**src/rtl/alu_issue_pkg.sv**
```systemverilog
// Shared definitions for alu_issue: opcode constants, FSM state encoding and
// an opcode-validity helper used by the alu.
package alu_issue_pkg;

    localparam int OPCODE_W = 5;

    localparam logic [OPCODE_W-1:0] OP_ADD = 5'd0;
    localparam logic [OPCODE_W-1:0] OP_SUB = 5'd1;
    localparam logic [OPCODE_W-1:0] OP_MPY = 5'd2;
    localparam logic [OPCODE_W-1:0] OP_AND = 5'd3;
    localparam logic [OPCODE_W-1:0] OP_OR  = 5'd4;
    localparam logic [OPCODE_W-1:0] OP_XOR = 5'd5;
    localparam logic [OPCODE_W-1:0] OP_SHL = 5'd6;
    localparam logic [OPCODE_W-1:0] OP_SRL = 5'd7;
    localparam logic [OPCODE_W-1:0] OP_SRA = 5'd8;

    typedef enum logic [1:0] {
        ST_IDLE = 2'd0,
        ST_EXEC = 2'd1,
        ST_RESP = 2'd2
`ifdef ALU_ITER_MPY_EN
        ,
        ST_MUL  = 2'd3
`endif
    } state_t;

    function automatic logic op_defined(input logic [OPCODE_W-1:0] op);
        logic ok;
        case (op)
            OP_ADD, OP_SUB, OP_MPY, OP_AND, OP_OR,
            OP_XOR, OP_SHL, OP_SRL, OP_SRA: ok = 1'b1;
            default:                        ok = 1'b0;
        endcase
        return ok;
    endfunction

endpackage

```
**src/rtl/alu_issue_alu.sv**
```systemverilog
// Combinational alu: result is the low DATA_W bits of the operation; undefined
// opcodes give err=1 with a zero result. Shift amounts are used unclamped.
import alu_issue_pkg::*;

module alu_issue_alu #(
    parameter int DATA_W = 32
) (
    input  logic [OPCODE_W-1:0] opcode,
    input  logic [DATA_W-1:0]   a,
    input  logic [DATA_W-1:0]   b,
    output logic [DATA_W-1:0]   result,
    output logic                err
);

    always_comb begin
        result = '0;
        err    = ~op_defined(opcode);
        case (opcode)
            OP_ADD:  result = a + b;
            OP_SUB:  result = a - b;
            OP_MPY:  result = a * b;
            OP_AND:  result = a & b;
            OP_OR:   result = a | b;
            OP_XOR:  result = a ^ b;
            OP_SHL:  result = a << b;
            OP_SRL:  result = a >> b;
            // Shift counts of DATA_W or more fill entirely with the sign bit.
            OP_SRA:  result = $signed(a) >>> b;
            default: result = '0;
        endcase
    end

endmodule

```
**src/rtl/alu_issue.sv**
```systemverilog
// Single-command issue wrapper around the alu with valid/ready request and
// response ports. Define ALU_ITER_MPY_EN to run MPY on an inline shift-add iterator.
import alu_issue_pkg::*;

module alu_issue #(
    parameter int DATA_W = 32
) (
    input  logic                clk,
    input  logic                rst,
    input  logic                req_valid,
    output logic                req_ready,
    input  logic [OPCODE_W-1:0] req_opcode,
    input  logic [DATA_W-1:0]   req_a,
    input  logic [DATA_W-1:0]   req_b,
    output logic                rsp_valid,
    input  logic                rsp_ready,
    output logic [DATA_W-1:0]   rsp_data,
    output logic                rsp_err,
    output logic [1:0]          fsm_state
);

    // Handshake: a transfer happens on a rising edge where valid and ready are
    // both high; once raised, rsp_valid and its payload hold until accepted.

    state_t state, state_next;

    logic [OPCODE_W-1:0] op_q;
    logic [DATA_W-1:0]   a_q;
    logic [DATA_W-1:0]   b_q;
    logic [DATA_W-1:0]   res_q;
    logic                err_q;
    logic                exec_stage;
    logic [DATA_W-1:0]   rsp_data_q;
    logic                rsp_err_q;

    logic [DATA_W-1:0]   alu_result;
    logic                alu_err;
    logic [DATA_W-1:0]   exec_result;

    alu_issue_alu #(
        .DATA_W (DATA_W)
    ) u_alu (
        .opcode (op_q),
        .a      (a_q),
        .b      (b_q),
        .result (alu_result),
        .err    (alu_err)
    );

`ifdef ALU_ITER_MPY_EN
    localparam int CNT_W = (DATA_W > 1) ? $clog2(DATA_W) : 1;

    logic [DATA_W-1:0] mul_acc;
    logic [DATA_W-1:0] mul_mcand;
    logic [DATA_W-1:0] mul_mplier;
    logic [CNT_W-1:0]  mul_cnt;
    logic              mul_last;

    assign mul_last = (mul_cnt == CNT_W'(DATA_W - 1));

    // One multiplier bit per cycle; only the low DATA_W product bits are kept.
    always_ff @(posedge clk) begin
        if (rst) begin
            mul_acc    <= '0;
            mul_mcand  <= '0;
            mul_mplier <= '0;
            mul_cnt    <= '0;
        end else if (state == ST_IDLE && req_valid) begin
            mul_acc    <= '0;
            mul_mcand  <= req_a;
            mul_mplier <= req_b;
            mul_cnt    <= '0;
        end else if (state == ST_MUL) begin
            if (mul_mplier[0]) begin
                mul_acc <= mul_acc + mul_mcand;
            end
            mul_mcand  <= mul_mcand << 1;
            mul_mplier <= mul_mplier >> 1;
            mul_cnt    <= mul_cnt + 1'b1;
        end
    end
`endif

    always_comb begin
        exec_result = alu_result;
`ifdef ALU_ITER_MPY_EN
        if (op_q == OP_MPY) begin
            exec_result = mul_acc;
        end
`endif
    end

    always_comb begin
        state_next = state;
        case (state)
            ST_IDLE: begin
                if (req_valid) begin
`ifdef ALU_ITER_MPY_EN
                    state_next = (req_opcode == OP_MPY) ? ST_MUL : ST_EXEC;
`else
                    state_next = ST_EXEC;
`endif
                end
            end
`ifdef ALU_ITER_MPY_EN
            ST_MUL: begin
                if (mul_last) begin
                    state_next = ST_EXEC;
                end
            end
`endif
            ST_EXEC: begin
                if (exec_stage) begin
                    state_next = ST_RESP;
                end
            end
            ST_RESP: begin
                if (rsp_ready) begin
                    state_next = ST_IDLE;
                end
            end
            default: state_next = ST_IDLE;
        endcase
    end

    always_comb begin
        req_ready = 1'b0;
        rsp_valid = 1'b0;
        if (state == ST_IDLE) begin
            req_ready = 1'b1;
        end
        if (state == ST_RESP) begin
            rsp_valid = 1'b1;
        end
    end

    // EXEC spends two cycles: the first registers the alu output, the second
    // moves it into the response registers, so the alu path ends in a flop.
    always_ff @(posedge clk) begin
        if (rst) begin
            state      <= ST_IDLE;
            op_q       <= OP_ADD;
            a_q        <= '0;
            b_q        <= '0;
            res_q      <= '0;
            err_q      <= 1'b0;
            exec_stage <= 1'b0;
            rsp_data_q <= '0;
            rsp_err_q  <= 1'b0;
        end else begin
            state <= state_next;
            case (state)
                ST_IDLE: begin
                    if (req_valid) begin
                        op_q       <= req_opcode;
                        a_q        <= req_a;
                        b_q        <= req_b;
                        exec_stage <= 1'b0;
                    end
                end
                ST_EXEC: begin
                    if (!exec_stage) begin
                        res_q      <= exec_result;
                        err_q      <= alu_err;
                        exec_stage <= 1'b1;
                    end else begin
                        rsp_data_q <= res_q;
                        rsp_err_q  <= err_q;
                        exec_stage <= 1'b0;
                    end
                end
                default: begin
                end
            endcase
        end
    end

    assign rsp_data  = rsp_data_q;
    assign rsp_err   = rsp_err_q;
    assign fsm_state = state;

endmodule

```
**config.mk**
```make
export PLATFORM = sky130hd
export DESIGN_NAME = alu_issue
export DESIGN_NICKNAME = d
export VERILOG_FILES = /design/src/rtl/alu_issue_pkg.sv /design/src/rtl/alu_issue_alu.sv /design/src/rtl/alu_issue.sv
export SDC_FILE = /design/constraint.sdc
export NUM_CORES = 2
export LEC_CHECK = 0
export ABC_CLOCK_PERIOD_IN_PS = 11290
export CAP_MARGIN = 15
export CORE_ASPECT_RATIO = 1.1
export CORE_MARGIN = 4
export CORE_UTILIZATION = 59
export CTS_CLUSTER_SIZE = 20
export DETAILED_ROUTE_END_ITERATION = 10
export PLACE_DENSITY = 0.77
export SYNTH_ARGS = -nofsm -noshare
export SYNTH_HDL_FRONTEND = slang
export SYNTH_SLANG_ARGS = --single-unit
```
**constraint.sdc**
```tcl
create_clock -name clk -period 11.29 [get_ports clk]
set_input_delay 2.258 -clock clk [delete_from_list [all_inputs] [get_ports clk]]
set_output_delay 2.258 -clock clk [all_outputs]
set_load 0.03 [all_outputs]
```
==> run metrics <==
largest net degree at the start of global routing 85; drt first-iter violations 4486; core area 0.04793 sq mm; critical path capture point type flop; die width 218.3 um; #FFs+latches synth 139; clk_lat worst skew 470 ps; Synth area leaders fa_1, dfxtp_1, ha_1; Synth async-reset ratio 0; synthesized netlist cell count 3613; Period minus WS final 8444 ps; leak pwr 13.36 nW; crit path DAT 8790 ps; Buffers on Ports 109; # IOs 110; Final setup viols 0; top-count cell post-synth nand2_1; CP max FO 29; DR vias/cell 6.708; Final period util 0.7479; Die Y 239.3 um; total power 2.626 mW; FMAX 118.4 MHz; Clock Skew 19.14 ps; Post-CTS Hold Buffers 0; syn nets 4314; ANT nets after route 0; cell area after layout 0.03088 sq mm; final RePlAce weighted congestion 1.069; dpl ws 3086 ps; first-pass GRT wire length 180700 um; WP data required 11640 ps; Mapped Avg Cell Area 7.945 sq um; Worst Path Class, Setup flop to flop; Setup Buffers After CTS 0; CTS tree yes; max-slew violations 0; number of global-route vias before repair 28137; RSZ-0062 raised after global routing no; setup TNS 0 ps; relative slew slack 0.2153; max-cap check violation count 0; VDD IR max 103.8 uV; Layout area overhead 7.572%; DR pass1 iterations 8; Starting Density 0.5989; Synth top cells by count nand2_1, nor2_1, inv_1; # nets final 4281; Hold Fails Final Rpt 0; worst slew pin tran 1173 ps; CTS Buf Count 17; share of layout cells above drive strength 1 0.06652; Final WS setup 2846 ps; placement row count 84; register area share after synthesis 0.09694; # fillers 4251; clock-pin slew on the worst setup and hold paths 70 ps; post-DP HPWL 89380 um; total track usage 0.4699; Primary FF master, synth dfxtp_1; status finished clean; Hold WC Path Type flop to flop; Post-Syn Area 0.02870 sq mm; Yosys top cell area share 0.2853; DRT Wirelength 122900 um; antenna violations before repair 2; CTS Buffer Depth 2; Area after DPL 0.03025 sq mm; via count 28441; DRC 0; critical path launch point type flop; Yosys warning total 0; number of flops mapped to enable cells by yosys 0; die area 0.05225 sq mm; count of cell types in the netlist 87; Root Buffer clkbuf_16; WL/cell 28.98 um; CTS resizes 0; total global routing overflow 0; Power Dens Cells 85.05 mW/mm^2; H-tree levels 4; CTS sink cnt 139; cell taking the most area after synthesis fa_1
==> state kept, by name, summed over array words and instances (netlist names), named ones only <==
| register | count |
|---|---|
| a_q | 32 |
| res_q | 32 |
| op_q | 5 |
| err_q | 1 |
| b_q | 32 |
| fsm_state | 2 |
| exec_stage | 1 |
| rsp_data | 32 |
| rsp_err | 1 |
==> where the power goes <==
part	switching, mW	internal [mW]
sequential	0.0518	0.517
combinational	0.949	0.487
clock	0.257	0.363
==> through the flow <==
stage | hold slack [ps] | cells | utilization
4_1_cts | 452.8 | 4238 | 0.6442
2_1_floorplan | 427.5 | 3613 | -
6_report | 447.7 | 4240 | 0.6443
3_3_place_gp | 440.7 | 4206 | 0.6312
3_5_place_dp | 444.5 | 4206 | 0.6312
5_1_grt | 461.4 | 4238 | 0.6442
==> cell usage in the layout (no fill, tap or decap), drive strengths merged, types with 100 or more instances in the layout <==
cell type      count
o21ai            109
nor2             459
fa               409
dfxtp            139
a21oi            242
nand2            575
buf              100
clkdlybuf4s50    108
ha               219
inv              454
xnor2            103
==> path summary, 6_finish.rpt <==
kind / depth (start not counted) / end / slack, ps / start
max: 23 / res_q[31] / 2850 / b_q[4]
min: 2 / rsp_data[10] / 450 / res_q[10]
max reg2reg: 23 / res_q[31] / 2850 / b_q[4]
min reg2reg: 2 / rsp_data[10] / 450 / res_q[10]
==> worst max-delay path, stage by stage, from the launching register on <==
cell and delay (ps):
dfxtp_2 680, inv_1 420, buf_4 410, nor2_1 190, fa_1 430, inv_1 80, fa_1 450, fa_1 510
fa_1 560, inv_1 60, fa_1 480, fa_1 560, fa_1 430, fa_1 440, ha_1 400, nand2_1 70
nor2_1 90, a211oi_1 90, o211a_1 260, a311oi_1 940, a21oi_1 190, xnor2_1 220, nor2_1 60, o41a_1 310
==> cells by family (layout without fill, tap and decap cells) <==
kind of cell | count (synthesis) | count (layout) | share of synthesized area
AOI/OAI and AO/OA | 665 | 665 | 0.1485
xor gates and xnor gates | 126 | 126 | 0.03958
adders and majority gates | 628 | 628 | 0.3807
buffers and inverters | 722 | 702 | 0.09978
DFF | 139 | 139 | 0.09694
muxes | 99 | 99 | 0.05536
other | 0 | 2 | 0
and+or+nand+nor | 1234 | 1234 | 0.1792
==> cell type report <==
cell class / count / area (sq um) / area share
diodes: 2 / 5.005 / 0.0001621
clock buffers: 21 / 460.4 / 0.01491
clock inverters: 11 / 161.4 / 0.005227
inverters: 462 / 1734 / 0.05616
multi-input cells: 2752 / 23080 / 0.7474
flip-flops and latches: 139 / 2799 / 0.09065
well taps: 645 / 807.0 / 0.02614
repair buffers: 208 / 1832 / 0.05932
==> per-layer routing <==
layer / vias up / wire [um] / global-route usage / share of wire
met2: 2455 / 49040 / 0.6626 / 0.40
li1: 11767 / - / - / -
met4: 0 / 12590 / 0.3471 / 0.10
met3: 733 / 18650 / 0.1813 / 0.15
met1: 13486 / 42600 / 0.5847 / 0.35
met5: - / 0 / 0 / 0
Power figures use the tool's default switching activity.
